--- config.mk ---
export PLATFORM = sky130hd
export DESIGN_NAME = qc_row_xor_accumulator_flat
export DESIGN_NICKNAME = d
export VERILOG_FILES = /design/src/rtl/qc_row_xor_accumulator_if.sv /design/src/rtl/qc_row_xor_accumulator.sv /design/src/flat_wrapper.sv
export SDC_FILE = /design/constraint.sdc
export NUM_CORES = 1
export LEC_CHECK = 0
export CORE_MARGIN = 2
export CORE_UTILIZATION = 55
export CTS_CLUSTER_SIZE = 25
export DETAILED_ROUTE_END_ITERATION = 8
export HOLD_SLACK_MARGIN = 0.05
export PLACE_DENSITY = 0.82
export REMOVE_ABC_BUFFERS = 1
export SLEW_MARGIN = 20
export SYNTH_ARGS = -nofsm -noshare
export SYNTH_HDL_FRONTEND = slang
export SYNTH_SLANG_ARGS = --single-unit
--- constraint.sdc ---
create_clock -name CLK -period 23 [get_ports CLK]
set_input_delay 4.6 -clock CLK [delete_from_list [all_inputs] [get_ports CLK]]
set_output_delay 4.6 -clock CLK [all_outputs]
set_load 0.01 [all_outputs]
--- src/rtl/qc_row_xor_accumulator_if.sv ---
// Beat input and result output bus of the QC-LDPC row XOR accumulator.
// The slave modport is the accumulator's view; master is the shifter/consumer side.
interface qc_row_xor_accumulator_if #(
    parameter int unsigned MAXZ     = 81,
    parameter int unsigned MAX_COLS = 24,
    parameter int unsigned MAX_ROWS = 12
);
    localparam int unsigned ROW_W  = (MAX_ROWS > 1) ? $clog2(MAX_ROWS) : 1;
    localparam int unsigned BEAT_W = $clog2(MAX_COLS + 1);

    logic              flush;
    logic              valid_in;
    logic [MAXZ-1:0]   in_data;
    logic              last_in;
    logic              out_valid;
    logic              out_ready;
    logic [MAXZ-1:0]   out_data;
    logic [ROW_W-1:0]  out_row;
    logic [BEAT_W-1:0] out_beats;
    logic              overflow;
    logic              col_err;

    modport slave (
        input  flush, valid_in, in_data, last_in, out_ready,
        output out_valid, out_data, out_row, out_beats, overflow, col_err
    );

    modport master (
        output flush, valid_in, in_data, last_in, out_ready,
        input  out_valid, out_data, out_row, out_beats, overflow, col_err
    );
endinterface

--- src/rtl/qc_row_xor_accumulator.sv ---
// XOR-accumulates the rotated circulant words of one base-matrix row and queues one
// check word per row in a small shift-register FIFO; the input side never stalls.
module qc_row_xor_accumulator #(
    parameter int unsigned MAXZ      = 81,
    parameter int unsigned MAX_COLS  = 24,
    parameter int unsigned OUT_DEPTH = 4,
    parameter int unsigned MAX_ROWS  = 12
) (
    input  logic                     CLK,
    input  logic                     rst,
    qc_row_xor_accumulator_if.slave  bus
);
    localparam int unsigned ROW_W  = (MAX_ROWS > 1) ? $clog2(MAX_ROWS) : 1;
    localparam int unsigned BEAT_W = $clog2(MAX_COLS + 1);
    localparam int unsigned CNT_W  = $clog2(OUT_DEPTH + 1);

    localparam logic [BEAT_W-1:0] BEAT_MAX = BEAT_W'(MAX_COLS);
    localparam logic [ROW_W-1:0]  ROW_LAST = ROW_W'(MAX_ROWS - 1);
    localparam logic [CNT_W-1:0]  CNT_FULL = CNT_W'(OUT_DEPTH);

    typedef struct packed {
        logic [MAXZ-1:0]   data;
        logic [ROW_W-1:0]  row;
        logic [BEAT_W-1:0] beats;
    } entry_t;

    typedef enum logic {S_IDLE, S_ROW} state_t;

    state_t            state_q, state_d;
    logic [MAXZ-1:0]   acc_q, acc_d;
    logic [BEAT_W-1:0] beat_q, beat_d;
    logic [ROW_W-1:0]  row_q, row_d;
    logic [CNT_W-1:0]  cnt_q, cnt_d;
    entry_t            fifo_q [OUT_DEPTH];
    entry_t            fifo_d [OUT_DEPTH];
    logic              out_valid_q, out_valid_d;
    logic              overflow_q, overflow_d;
    logic              col_err_q, col_err_d;

    logic              beat, push, pop, full, push_ok;
    logic [BEAT_W-1:0] beat_inc;
    logic [MAXZ-1:0]   acc_x;
    logic [CNT_W-1:0]  wr_idx;
    entry_t            new_entry;

    // Row FSM, accumulator and FIFO next-state
    always_comb begin
        state_d     = state_q;
        acc_d       = acc_q;
        beat_d      = beat_q;
        row_d       = row_q;
        cnt_d       = cnt_q;
        fifo_d      = fifo_q;
        overflow_d  = overflow_q;
        col_err_d   = col_err_q;
        out_valid_d = out_valid_q;
        push        = 1'b0;
        new_entry   = '0;

        beat     = bus.valid_in & ~bus.flush;
        beat_inc = (beat_q == BEAT_MAX) ? BEAT_MAX : beat_q + BEAT_W'(1);
        acc_x    = (state_q == S_ROW) ? (acc_q ^ bus.in_data) : bus.in_data;

        if (beat) begin
            if (beat_q == BEAT_MAX) col_err_d = 1'b1;
            if (bus.last_in) begin
                push      = 1'b1;
                new_entry = '{data: acc_x, row: row_q, beats: beat_inc};
                state_d   = S_IDLE;
                acc_d     = '0;
                beat_d    = '0;
                row_d     = (row_q == ROW_LAST) ? '0 : row_q + ROW_W'(1);
            end else begin
                state_d = S_ROW;
                acc_d   = acc_x;
                beat_d  = beat_inc;
            end
        end

        pop     = out_valid_q & bus.out_ready & ~bus.flush;
        full    = (cnt_q == CNT_FULL);
        push_ok = push & (~full | pop);
        if (push & full & ~pop) overflow_d = 1'b1;

        // Head lives in slot 0 so it feeds the outputs straight from a flop
        wr_idx = cnt_q - CNT_W'(pop);
        if (pop) begin
            for (int i = 0; i < int'(OUT_DEPTH) - 1; i++) fifo_d[i] = fifo_q[i+1];
            fifo_d[OUT_DEPTH-1] = '0;
        end
        if (push_ok) begin
            for (int i = 0; i < int'(OUT_DEPTH); i++)
                if (CNT_W'(i) == wr_idx) fifo_d[i] = new_entry;
        end
        cnt_d = cnt_q + CNT_W'(push_ok) - CNT_W'(pop);

        if (bus.flush) begin
            state_d    = S_IDLE;
            acc_d      = '0;
            beat_d     = '0;
            row_d      = '0;
            cnt_d      = '0;
            overflow_d = 1'b0;
            col_err_d  = 1'b0;
            for (int i = 0; i < int'(OUT_DEPTH); i++) fifo_d[i] = '0;
        end

        out_valid_d = (cnt_d != '0);
    end

    always_ff @(posedge CLK or posedge rst) begin
        if (rst) begin
            state_q     <= S_IDLE;
            acc_q       <= '0;
            beat_q      <= '0;
            row_q       <= '0;
            cnt_q       <= '0;
            out_valid_q <= 1'b0;
            overflow_q  <= 1'b0;
            col_err_q   <= 1'b0;
            for (int i = 0; i < int'(OUT_DEPTH); i++) fifo_q[i] <= '0;
        end else begin
            state_q     <= state_d;
            acc_q       <= acc_d;
            beat_q      <= beat_d;
            row_q       <= row_d;
            cnt_q       <= cnt_d;
            out_valid_q <= out_valid_d;
            overflow_q  <= overflow_d;
            col_err_q   <= col_err_d;
            for (int i = 0; i < int'(OUT_DEPTH); i++) fifo_q[i] <= fifo_d[i];
        end
    end

    assign bus.out_valid = out_valid_q;
    assign bus.out_data  = fifo_q[0].data;
    assign bus.out_row   = fifo_q[0].row;
    assign bus.out_beats = fifo_q[0].beats;
    assign bus.overflow  = overflow_q;
    assign bus.col_err   = col_err_q;
endmodule

--- src/flat_wrapper.sv ---
// flat-port wrapper written by rule: the top's interface ports become plain ports
module qc_row_xor_accumulator_flat 
#(
    parameter int unsigned MAXZ      = 81,
    parameter int unsigned MAX_COLS  = 24,
    parameter int unsigned OUT_DEPTH = 4,
    parameter int unsigned MAX_ROWS  = 12
)
  (CLK, rst, bus_flush, bus_valid_in, bus_in_data, bus_last_in, bus_out_ready, bus_out_valid, bus_out_data, bus_out_row, bus_out_beats, bus_overflow, bus_col_err);
  qc_row_xor_accumulator_if #(.MAXZ(MAXZ), .MAX_COLS(MAX_COLS), .MAX_ROWS(MAX_ROWS)) bus_i ();
  input  logic CLK;
  input  logic rst;
  input wire logic [$bits(bus_i.flush)-1:0] bus_flush;
  input wire logic [$bits(bus_i.valid_in)-1:0] bus_valid_in;
  input wire logic [$bits(bus_i.in_data)-1:0] bus_in_data;
  input wire logic [$bits(bus_i.last_in)-1:0] bus_last_in;
  input wire logic [$bits(bus_i.out_ready)-1:0] bus_out_ready;
  output wire logic [$bits(bus_i.out_valid)-1:0] bus_out_valid;
  output wire logic [$bits(bus_i.out_data)-1:0] bus_out_data;
  output wire logic [$bits(bus_i.out_row)-1:0] bus_out_row;
  output wire logic [$bits(bus_i.out_beats)-1:0] bus_out_beats;
  output wire logic [$bits(bus_i.overflow)-1:0] bus_overflow;
  output wire logic [$bits(bus_i.col_err)-1:0] bus_col_err;
  assign bus_i.flush = bus_flush;
  assign bus_i.valid_in = bus_valid_in;
  assign bus_i.in_data = bus_in_data;
  assign bus_i.last_in = bus_last_in;
  assign bus_i.out_ready = bus_out_ready;
  assign bus_out_valid = bus_i.out_valid;
  assign bus_out_data = bus_i.out_data;
  assign bus_out_row = bus_i.out_row;
  assign bus_out_beats = bus_i.out_beats;
  assign bus_overflow = bus_i.overflow;
  assign bus_col_err = bus_i.col_err;
  qc_row_xor_accumulator #(.MAXZ(MAXZ), .MAX_COLS(MAX_COLS), .OUT_DEPTH(OUT_DEPTH), .MAX_ROWS(MAX_ROWS)) u_core (.CLK(CLK), .rst(rst), .bus(bus_i));
endmodule
==> results by group <==
STA
  – Worst-margin pin slew: 1.08 ns
  – Hold slack: between 0.4 and 0.5 ns
  – Max-slew violation count: 0
  – Relative slew slack: ~28%
  – Final count of negative-setup-slack endpoints: 0
  – Fin Setup TNS: 0 ns
  – PnR worst setup slack: 14.99 ns
  – RSZ-0062 raised after global routing: no
  – Final period util: a little over a third
  – Hold Vio Cnt, Final: 0
  – Skew final: around 0.016 ns
  – Fmax: between 0.1 and 0.15 GHz
  – Min cycle time layout: around 8 ns

Cells and area
  – Post-Layout Cell Count: about 3100
  – Fill cells: 3374
  – Layout cell share with drive strength beyond 1: between 10% and 20%
  – Design area: 0.0268 mm^2
  – Nets@finish: around 2600
  – Area Growth Syn to Fin: 12.3%
  – Diodes inserted: 0

Route
  – Drt drc: 0
  – Post-DRT Antenna Nets: 0
  – WL per Instance: 18.0 um
  – Drt pass-1 iters: 6
  – Via total after detailed routing: ~17000
  – Initial DRC count: ~1600
  – Routed wire length: ~56 mm
  – Via-to-Cell Ratio: around 5.6

Critical path
  – Crit path depth: 11
  – Crit end category: flip-flop
  – CP Cell Sequence: clkdlybuf4s50_1 -> and3b_1 -> nand2b_1 -> inv_1 -> ha_1 -> xnor2_1 -> o2111ai_1 -> nor2b_4 -> buf_4 -> buf_4 -> mux2_2
  – Crit path buffers/inverters: 4
  – R2R Setup Slk: between 15 and 20 ns
  – Crit path largest cell delay: a little over 0.7 ns
  – Crit start category: input pin
  – Reg2reg start: u_core.bus.out_valid
  – Reg-to-reg critical path endpoint: u_core.fifo_q[60]
  – Worst Setup SP: bus_out_ready
  – CP delay by family, top: buffers and inverters
  – Crit path max-delay cell type: buf_4
  – Critical Path RT: around 23 ns
  – Worst path arrival time: approximately 8.4 ns
  – Critical Path Fanout Max: 52
  – Crit-path most repeated cell: buf_4
  – Cells on worst reg2reg path: 10
  – Crit path kind: in -> reg
  – Crit path capture: u_core.fifo_q[60]

Synthesis
  – Ys async rst share: 100%
  – Synth cell types: 36
  – Sequential share of the synthesized area: about 48%
  – Cells after Synth: around 2500
  – Synthesis warning total: 0
  – Post-synth EDFFs: 0
  – Main synth FF type: dfrtp_1
  – Flops & latches, synth: 457
  – Post-Syn Area: between 0.02 and 0.025 mm^2
  – Post-Syn Area per Cell: between 9 and 10 um^2

Status
  – Status: finished clean

GRT
  – Gr ovfl total: 0
  – Number of global-route vias before repair: roughly 18000
  – Largest net degree at the start of global routing: between 200 and 250
  – Initial antenna violation count: 0
  – First-pass GRT wire length: approximately 91 mm
  – Total GRT Usage: about a quarter

Clock network
  – Root Driver: clkbuf_16
  – Setup Fix Bufs, Post-CTS: 0
  – Num CTS Buffers: 46
  – Clock slew at reported path FFs: roughly 0.06 ns
  – Maximum buffer depth of the clock tree: 3
  – Clock sinks: 457
  – Skew-Pair Late Insertion Delay: ~0.56 ns
  – CTS tree: done
  – H-Tree Depth: 2
  – CTS Hold Buffers Added: 0
  – Resize count post-CTS: 0

Floorplan
  – Site row count: 76
  – Die Footprint: ~0.045 mm^2
  – Die Ht: around 210 um
  – Boundary pin count: 180
  – Total core area: 0.0430 mm^2
  – Initial Util: a little under three fifths
  – Die Wd: 212 um

Pwr
  – Power per Cell Area: between 60 and 70 mW/mm^2
  – Worst vdd ir: between 0.05 and 0.06 mV
  – P_leak: 11.6 nW

Place
  – GP Congestion: approximately 0.8
  – Pre-CTS setup slack: 14.46 ns
  – Placed Instances: ~3000
  – Buffers on Ports: 179
  – Dpl hpwl: 31.4 mm
  – Area after DPL: around 0.025 mm^2

Worst hold path
  – HP Class: reg -> reg

Job
  – Max cap viols: 0
Yosys cell counts (2+ instances only):
master	instances	share of area [%]
clkbuf_1	138	2.2
xor2_1	84	3.1
or3b_1	2	0.073
inv_1	7	0.11
nor3_1	2	0.042
o21ai_0	89	1.9
o31ai_1	2	0.063
mux2i_1	46	1.9
nand3b_1	46	1.4
buf_6	9	0.42
buf_1	6	0.094
nand2_1	710	11
nand3_1	5	0.10
xnor2_1	2	0.073
a21oi_1	275	5.8
and3b_1	2	0.073
ha_1	6	0.31
buf_4	91	2.9
nor2b_1	5	0.13
buf_2	31	0.65
nor3b_1	7	0.22
and2_1	43	1.1
mux2_4	90	5.7
mux2_2	225	11
dfrtp_1	457	48
nor2_1	104	1.6
worst min path at each step:
stage                      from               end  slack [ns]  depth (start not counted)
2_1_floorplan  u_core.acc_q[79]  u_core.acc_q[79]        0.45                          2
3_3_place_gp   u_core.acc_q[47]  u_core.acc_q[47]        0.46                          2
3_5_place_dp   u_core.acc_q[18]  u_core.acc_q[18]        0.47                          2
4_1_cts        u_core.acc_q[26]  u_core.acc_q[26]        0.48                          2
5_1_grt        u_core.acc_q[44]  u_core.acc_q[44]        0.51                          2
6_report       u_core.acc_q[55]  u_core.acc_q[55]        0.48                          2
per-layer routing:
layer,share of wire (%),track usage [%]
met5,0,0
met3,5.7,3.50
met1,43,34.5
met2,49,41.3
met4,2.3,7.48
cells by family after synthesis:
family	after synthesis	share of synthesized area [%]
and+or+nand+nor	930	16.1
DFF	457	47.9
AOI/OAI and AO/OA	370	7.84
muxes	361	18.2
buffers and inverters	282	6.31
xor gates and xnor gates	87	3.22
adders and majority gates	7	0.398
layout by cell type (no fill, tap or decap), types with 3 or more instances in the layout:
| cell type | n |
|---|---|
| dfrtp_1 | 456 |
| mux2i_1 | 46 |
| clkinv_2 | 10 |
| xor2_1 | 84 |
| buf_4 | 15 |
| clkbuf_16 | 49 |
| nor2b_1 | 4 |
| nand2_1 | 709 |
| nor2_1 | 101 |
| clkbuf_8 | 16 |
| nand3_1 | 5 |
| clkdlybuf4s50_1 | 178 |
| bufinv_16 | 3 |
| a21oi_1 | 275 |
| nor3b_1 | 7 |
| o21ai_0 | 89 |
| ha_1 | 6 |
| clkbuf_1 | 7 |
| nor2_4 | 3 |
| mux2_4 | 90 |
| and2_1 | 42 |
| inv_1 | 6 |
| buf_6 | 4 |
| mux2_2 | 225 |
| nand3b_1 | 46 |
through the flow:
stage,util (%),power (mW)
2_1_floorplan,-,0.985
3_3_place_gp,58.5,1.07
3_5_place_dp,58.5,1.08
4_1_cts,62.3,1.87
5_1_grt,62.4,1.92
6_report,62.4,1.85
report_power, final:
part           switching [mW]  internal [mW]  total [mW]
Combinational           0.167         0.0651       0.232
Clock                   0.316          0.473       0.789
Sequential             0.0148          0.819       0.834
Total                   0.498           1.36        1.85
cell type report:
cell class	count	area, um^2	area share, %
sequential	457	11400	42.7
timing repair buffer	200	1990	7.44
multi-input combinational	1755	11000	41.0
clock buffer	72	1470	5.49
tap	585	732	2.73
inverter	7	38.8	0.145
clock inverter	14	148	0.551
worst register-to-register path, delay by kind of cell, from the launching register on:
| family | cells | cell delay (ns) |
|---|---|---|
| buf+inv | 3 | 1.52 |
| mux | 1 | 0.44 |
| fa+ha+maj | 1 | 0.20 |
| simple gates | 3 | 0.61 |
| flops | 1 | 0.43 |
| compound gates | 1 | 0.33 |
| xor+xnor | 1 | 0.27 |
flip-flops by register name, indices dropped and copies added (netlist names):
name / flops
u_core.bus.out_valid: 1
u_core.bus.out_row: 4
u_core.beat_q: 5
u_core.bus.overflow: 1
u_core.state_q: 1
u_core.bus.col_err: 1
u_core.bus.out_data: 81
u_core.bus.out_beats: 5
u_core.row_q: 4
u_core.acc_q: 81
u_core.cnt_q: 3
u_core.fifo_q: 270
(Power assumes the default switching activity.)
